===== src/rtl/approx_div_pkg.sv =====
// rtl/approx_div_pkg.sv - shared FSM state type and approximate-column mask helper
package approx_div_pkg;

    typedef enum logic [1:0] {
        ST_IDLE = 2'd0,
        ST_RUN  = 2'd1,
        ST_DONE = 2'd2
    } state_t;

    // Low a(t) columns are approximate, a(t) = max(0, t - (dw - p)) for p >= 2.
    function automatic logic [31:0] approx_mask(input int t, input int p, input int dw);
        int a;
        a = 0;
        if ((p >= 2) && (t > (dw - p))) begin
            a = t - (dw - p);
        end
        return (32'd1 << a) - 32'd1;
    endfunction

endpackage


===== src/rtl/div_row.sv =====
// rtl/div_row.sv - combinational DW-column subtract/restore row with per-column cell select
module div_row #(
    parameter int DW = 8
) (
    input  logic [DW:0]   window,
    input  logic [DW-1:0] divisor,
    input  logic [DW-1:0] mask,
    output logic          qs,
    output logic [DW-1:0] r
);

    logic [DW-1:0] w_diff;
    logic          w_borrow_out;

    // Approximate cells forward their window bit and pass the divisor bit on as borrow.
    always_comb begin
        logic w_borrow;
        w_borrow = 1'b0;
        w_diff   = '0;
        for (int i = 0; i < DW; i++) begin
            if (mask[i]) begin
                w_diff[i] = window[i];
                w_borrow  = divisor[i];
            end else begin
                w_diff[i] = window[i] ^ divisor[i] ^ w_borrow;
                w_borrow  = (~window[i] & w_borrow) | (~window[i] & divisor[i])
                          | (divisor[i] & w_borrow);
            end
        end
        w_borrow_out = w_borrow;
    end

    assign qs = ~w_borrow_out | window[DW];
    assign r  = qs ? w_diff : window[DW-1:0];

endmodule


===== src/rtl/approx_seq_divider.sv =====
// rtl/approx_seq_divider.sv - sequential restoring divider, one quotient bit per clock
module approx_seq_divider
    import approx_div_pkg::*;
#(
    parameter int DW = 8,
    parameter int PW = $clog2(DW + 1)
) (
    input  logic            clk,
    input  logic            rst,
    input  logic            in_valid,
    output logic            in_ready,
    input  logic [2*DW-1:0] dividend,
    input  logic [DW-1:0]   divisor,
    input  logic [PW-1:0]   approx_p,
    output logic            out_valid,
    input  logic            out_ready,
    output logic [DW-1:0]   quotient,
    output logic [DW-1:0]   remainder,
    output logic            div_zero,
    output logic            ovf
);

    localparam int TW = (DW > 1) ? $clog2(DW) : 1;

    state_t        r_state;
    state_t        w_next_state;
    logic [DW:0]   r_window;
    logic [DW-2:0] r_low;
    logic [DW-1:0] r_divisor;
    logic [PW-1:0] r_p;
    logic [TW-1:0] r_t;
    logic [DW-1:0] r_q;
    logic          r_dz_lat;
    logic          r_ovf_lat;
    logic [DW-1:0] r_quotient;
    logic [DW-1:0] r_remainder;
    logic          r_div_zero;
    logic          r_ovf;

    logic [PW-1:0] w_p_clamped;
    logic [31:0]   w_mask_full;
    logic [DW-1:0] w_mask;
    logic          w_qs;
    logic [DW-1:0] w_r;
    logic          w_last;

    assign w_p_clamped = (int'(approx_p) > DW) ? PW'(DW) : approx_p;
    assign w_mask_full = approx_mask(int'(r_t), int'(r_p), DW);
    assign w_mask      = w_mask_full[DW-1:0];
    assign w_last      = (r_t == TW'(DW - 1));

    div_row #(.DW(DW)) u_row (
        .window  (r_window),
        .divisor (r_divisor),
        .mask    (w_mask),
        .qs      (w_qs),
        .r       (w_r)
    );

    always_ff @(posedge clk or posedge rst) begin
        if (rst) begin
            r_state <= ST_IDLE;
        end else begin
            r_state <= w_next_state;
        end
    end

    always_comb begin
        w_next_state = r_state;
        in_ready     = 1'b0;
        out_valid    = 1'b0;
        case (r_state)
            ST_IDLE: begin
                in_ready = 1'b1;
                if (in_valid) begin
                    w_next_state = ST_RUN;
                end
            end
            ST_RUN: begin
                if (w_last) begin
                    w_next_state = ST_DONE;
                end
            end
            ST_DONE: begin
                out_valid = 1'b1;
                if (out_ready) begin
                    w_next_state = ST_IDLE;
                end
            end
            default: w_next_state = ST_IDLE;
        endcase
    end

    always_ff @(posedge clk or posedge rst) begin
        if (rst) begin
            r_window    <= '0;
            r_low       <= '0;
            r_divisor   <= '0;
            r_p         <= '0;
            r_t         <= '0;
            r_q         <= '0;
            r_dz_lat    <= 1'b0;
            r_ovf_lat   <= 1'b0;
            r_quotient  <= '0;
            r_remainder <= '0;
            r_div_zero  <= 1'b0;
            r_ovf       <= 1'b0;
        end else begin
            case (r_state)
                ST_IDLE: begin
                    if (in_valid) begin
                        r_window  <= dividend[2*DW-1:DW-1];
                        r_low     <= dividend[DW-2:0];
                        r_divisor <= divisor;
                        r_p       <= w_p_clamped;
                        r_t       <= '0;
                        r_q       <= '0;
                        r_dz_lat  <= (divisor == '0);
                        r_ovf_lat <= (dividend[2*DW-1:DW] >= divisor);
                    end
                end
                ST_RUN: begin
                    // Remaining dividend bits enter the window MSB-first from r_low.
                    r_q      <= {r_q[DW-2:0], w_qs};
                    r_window <= {w_r, r_low[DW-2]};
                    r_low    <= r_low << 1;
                    if (w_last) begin
                        r_t         <= '0;
                        r_quotient  <= {r_q[DW-2:0], w_qs};
                        r_remainder <= w_r;
                        r_div_zero  <= r_dz_lat;
                        r_ovf       <= r_ovf_lat;
                    end else begin
                        r_t <= r_t + TW'(1);
                    end
                end
                default: begin
                end
            endcase
        end
    end

    assign quotient  = r_quotient;
    assign remainder = r_remainder;
    assign div_zero  = r_div_zero;
    assign ovf       = r_ovf;

endmodule


===== config.mk =====
export PLATFORM = sky130hd
export DESIGN_NAME = approx_seq_divider
export DESIGN_NICKNAME = d
export VERILOG_FILES = /design/src/rtl/approx_div_pkg.sv /design/src/rtl/div_row.sv /design/src/rtl/approx_seq_divider.sv
export SDC_FILE = /design/constraint.sdc
export NUM_CORES = 1
export LEC_CHECK = 0
export CORE_MARGIN = 10
export CORE_UTILIZATION = 50
export CTS_CLUSTER_DIAMETER = 200
export CTS_CLUSTER_SIZE = 40
export DETAILED_ROUTE_END_ITERATION = 8
export PLACE_DENSITY = 0.75
export SLEW_MARGIN = 20
export SYNTH_ARGS = -nofsm -noshare
export SYNTH_HDL_FRONTEND = slang
export SYNTH_SLANG_ARGS = --single-unit

===== constraint.sdc =====
create_clock -name clk -period 10.1 [get_ports clk]
set_clock_uncertainty 0.15 [all_clocks]
set_input_delay 2.02 -clock clk [delete_from_list [all_inputs] [get_ports clk]]
set_output_delay 2.02 -clock clk [all_outputs]
set_load 0.02 [all_outputs]

==> impl_metrics.json <==
{
  "ant_nets": 0,
  "clock_sinks": 60,
  "status": "finished clean",
  "drc": 0,
  "slew_viol_final": 0,
  "tightest_slew_ns": 0.899,
  "cts_made_buffers": 9,
  "drt_iter0_markers": 132,
  "grt_pass1_wl_mm": 13.5,
  "period_needed_ns": 8.22,
  "grt_use_total_pct": 16.0,
  "synth_warnings": 0,
  "route.met2.wl_mm": 3.94,
  "crit_fanout": 7,
  "yosysMostFrequentCell": "nand2_1",
  "setup_viol": 0,
  "hold_buffers": 0,
  "first_global_vias": 2865,
  "area_growth_pct": 22.4,
  "path_clk_slew_ns": 0.06,
  "gp_congestion": 0.865,
  "die_w_um": 103,
  "antenna_found_initial": 0,
  "avgSynthCellArea_um2": 9.64,
  "cp.arrival_ns": 8.33,
  "netlist_area_um2": 3460,
  "postCtsSetupBuffers": 0,
  "insertion_delay_ns": 0.35,
  "path_delay_family": "adder cells",
  "drive_gt1_share_pct": 13.4,
  "synth_top_flop_cell": "dfrtp_1",
  "die-area_um2": 10700,
  "antennaDiodeCount": 0,
  "start_util_pct": 51.2,
  "fmax_mhz": 122,
  "cts_root_buf": "clkbuf_8",
  "cp-end-kind": "register",
  "post_drt_wl_per_cell_um": 16.2,
  "grt_max_degree": 61,
  "hold_violations": 0,
  "synth_top_area_share_pct": 43.4,
  "row_count": 30,
  "dr.max_layer_used": "met4",
  "synth-seq-area-share_pct": 43.4,
  "cts_buffer_depth": 2,
  "yosysUniqueCellTypes": 52,
  "fin_tns_setup_ns": 0,
  "grt_overflow_total": 0,
  "synth_top_area_cell": "dfrtp_1",
  "ys_ff_latch": 60,
  "ios": 52,
  "synth-edff-count": 0,
  "first_pass_iters": 4,
  "viasPerCell": 5.61,
  "nets": 469,
  "met1Wirelength_mm": 3.66,
  "worst-setup-path-type": "register to register",
  "synth_common_cells": "63 x nand2_1, 60 x dfrtp_1, 36 x o21ai_0",
  "rsz0062_at_grt": "no",
  "die_h_um": 103,
  "netlist_instances": 359,
  "wl_mm": 8.05,
  "numPortBuffers": 51,
  "crit_path_max_incr_delay_ns": 0.39,
  "cts_resized": 0,
  "crit_slowest_cell": "dfrtp_1",
  "post-route-period-util_pct": 81.4,
  "core_area_um2": 6760,
  "met3_length_um": 321,
  "synth_area_leaders": "dfrtp_1 43%, nand2_1 6.8%, ha_1 6.1%, mux2_2 5.5%, o21ai_0 5.2%",
  "async_reset_ff_share_pct": 100,
  "synth.net_count": 416,
  "max-slew-margin-rel_pct": 39.9,
  "dr_total_vias": 2786,
  "start_kind": "register",
  "dp_hpwl_mm": 5.90,
  "hold_class": "register to register",
  "cts_tree": "done",
  "cap_violations": 0,
  "htreeDepth": 3,
  "critPathBufInv": 2,
  "worst_ep_required_time_ns": 10.21
}
-- per-stage QoR --
stage	instances	setup WS (ns)	util, %	area, um^2	hold WS, ns
floorplan	359	2.42	-	3460	0.292
global placement	481	2.12	60.0	4050	0.310
detailed placement	481	1.98	60.0	4050	0.314
CTS	497	1.90	62.7	4240	0.330
global route	497	1.45	62.7	4240	0.368
finish	497	1.88	62.7	4240	0.325
-- layer usage --
| metal | global-route usage, % | vias to the layer above |
|---|---|---|
| met5 | 0 | - |
| li1 | - | 1357 |
| met2 | 26.2 | 51 |
| met4 | 5.88 | 0 |
| met3 | 3.26 | 9 |
| met1 | 20.4 | 1369 |
-- placed cells by master, fill, tap and decap left out, types with 7 or more instances in the layout --
| cell type | count |
|---|---|
| a21oi_1 | 15 |
| a31oi_1 | 7 |
| clkbuf_8 | 9 |
| clkdlybuf4s50_1 | 51 |
| dfrtp_1 | 60 |
| fa_1 | 8 |
| ha_1 | 17 |
| inv_1 | 24 |
| mux2_2 | 17 |
| nand2_1 | 62 |
| nor2_1 | 18 |
| o21ai_0 | 36 |
-- cell type report --
| type | count | area (um^2) |
|---|---|---|
| inverter | 25 | 93.8 |
| timing repair buffer | 55 | 541 |
| clock buffer | 11 | 131 |
| clock inverter | 5 | 52.6 |
| tap | 80 | 100 |
| fill | 582 | 2520 |
| multi-input combinational | 261 | 1820 |
| sequential | 60 | 1500 |
-- kinds of logic after synthesis --
group                      synth area share, %
AOI/OAI and AO/OA                         17.5
DFF                                       43.4
and+or+nand+nor                           15.3
muxes                                     7.99
buffers and inverters                     4.16
xor gates and xnor gates                  1.01
adders and majority gates                 10.8
-- registers in the layout (all words and copies together), names as in the netlist --
signal     cells
remainder      8
r_ovf_lat      1
r_divisor      8
quotient       8
r_window       9
r_t            3
r_q            7
div_zero       1
r_state        2
r_dz_lat       1
ovf            1
r_low          7
r_p            4
-- worst paths after layout --
check | slack (ns) | from | depth (start not counted) | endpoint
worst max-delay path | 1.88 | r_p[0] | 29 | r_window[5]
worst max register to register | 1.88 | r_p[0] | 29 | r_window[5]
min in group asynchronous | 2.05 | rst | 3 | quotient[7]
worst min register to register | 0.33 | r_dz_lat | 2 | r_dz_lat
worst min-delay path | 0.33 | r_dz_lat | 2 | r_dz_lat
max in group asynchronous | 7.24 | rst | 3 | remainder[7]
-- tightest hold or removal path, cell delays in order (launching register included) --
cell and delay, ns:
dfrtp_1 0.34, nand2_1 0.05, nand2_1 0.05
Power is not shown: default switching activity piles up to over one toggle a cycle in this logic, so the estimate is an artifact.
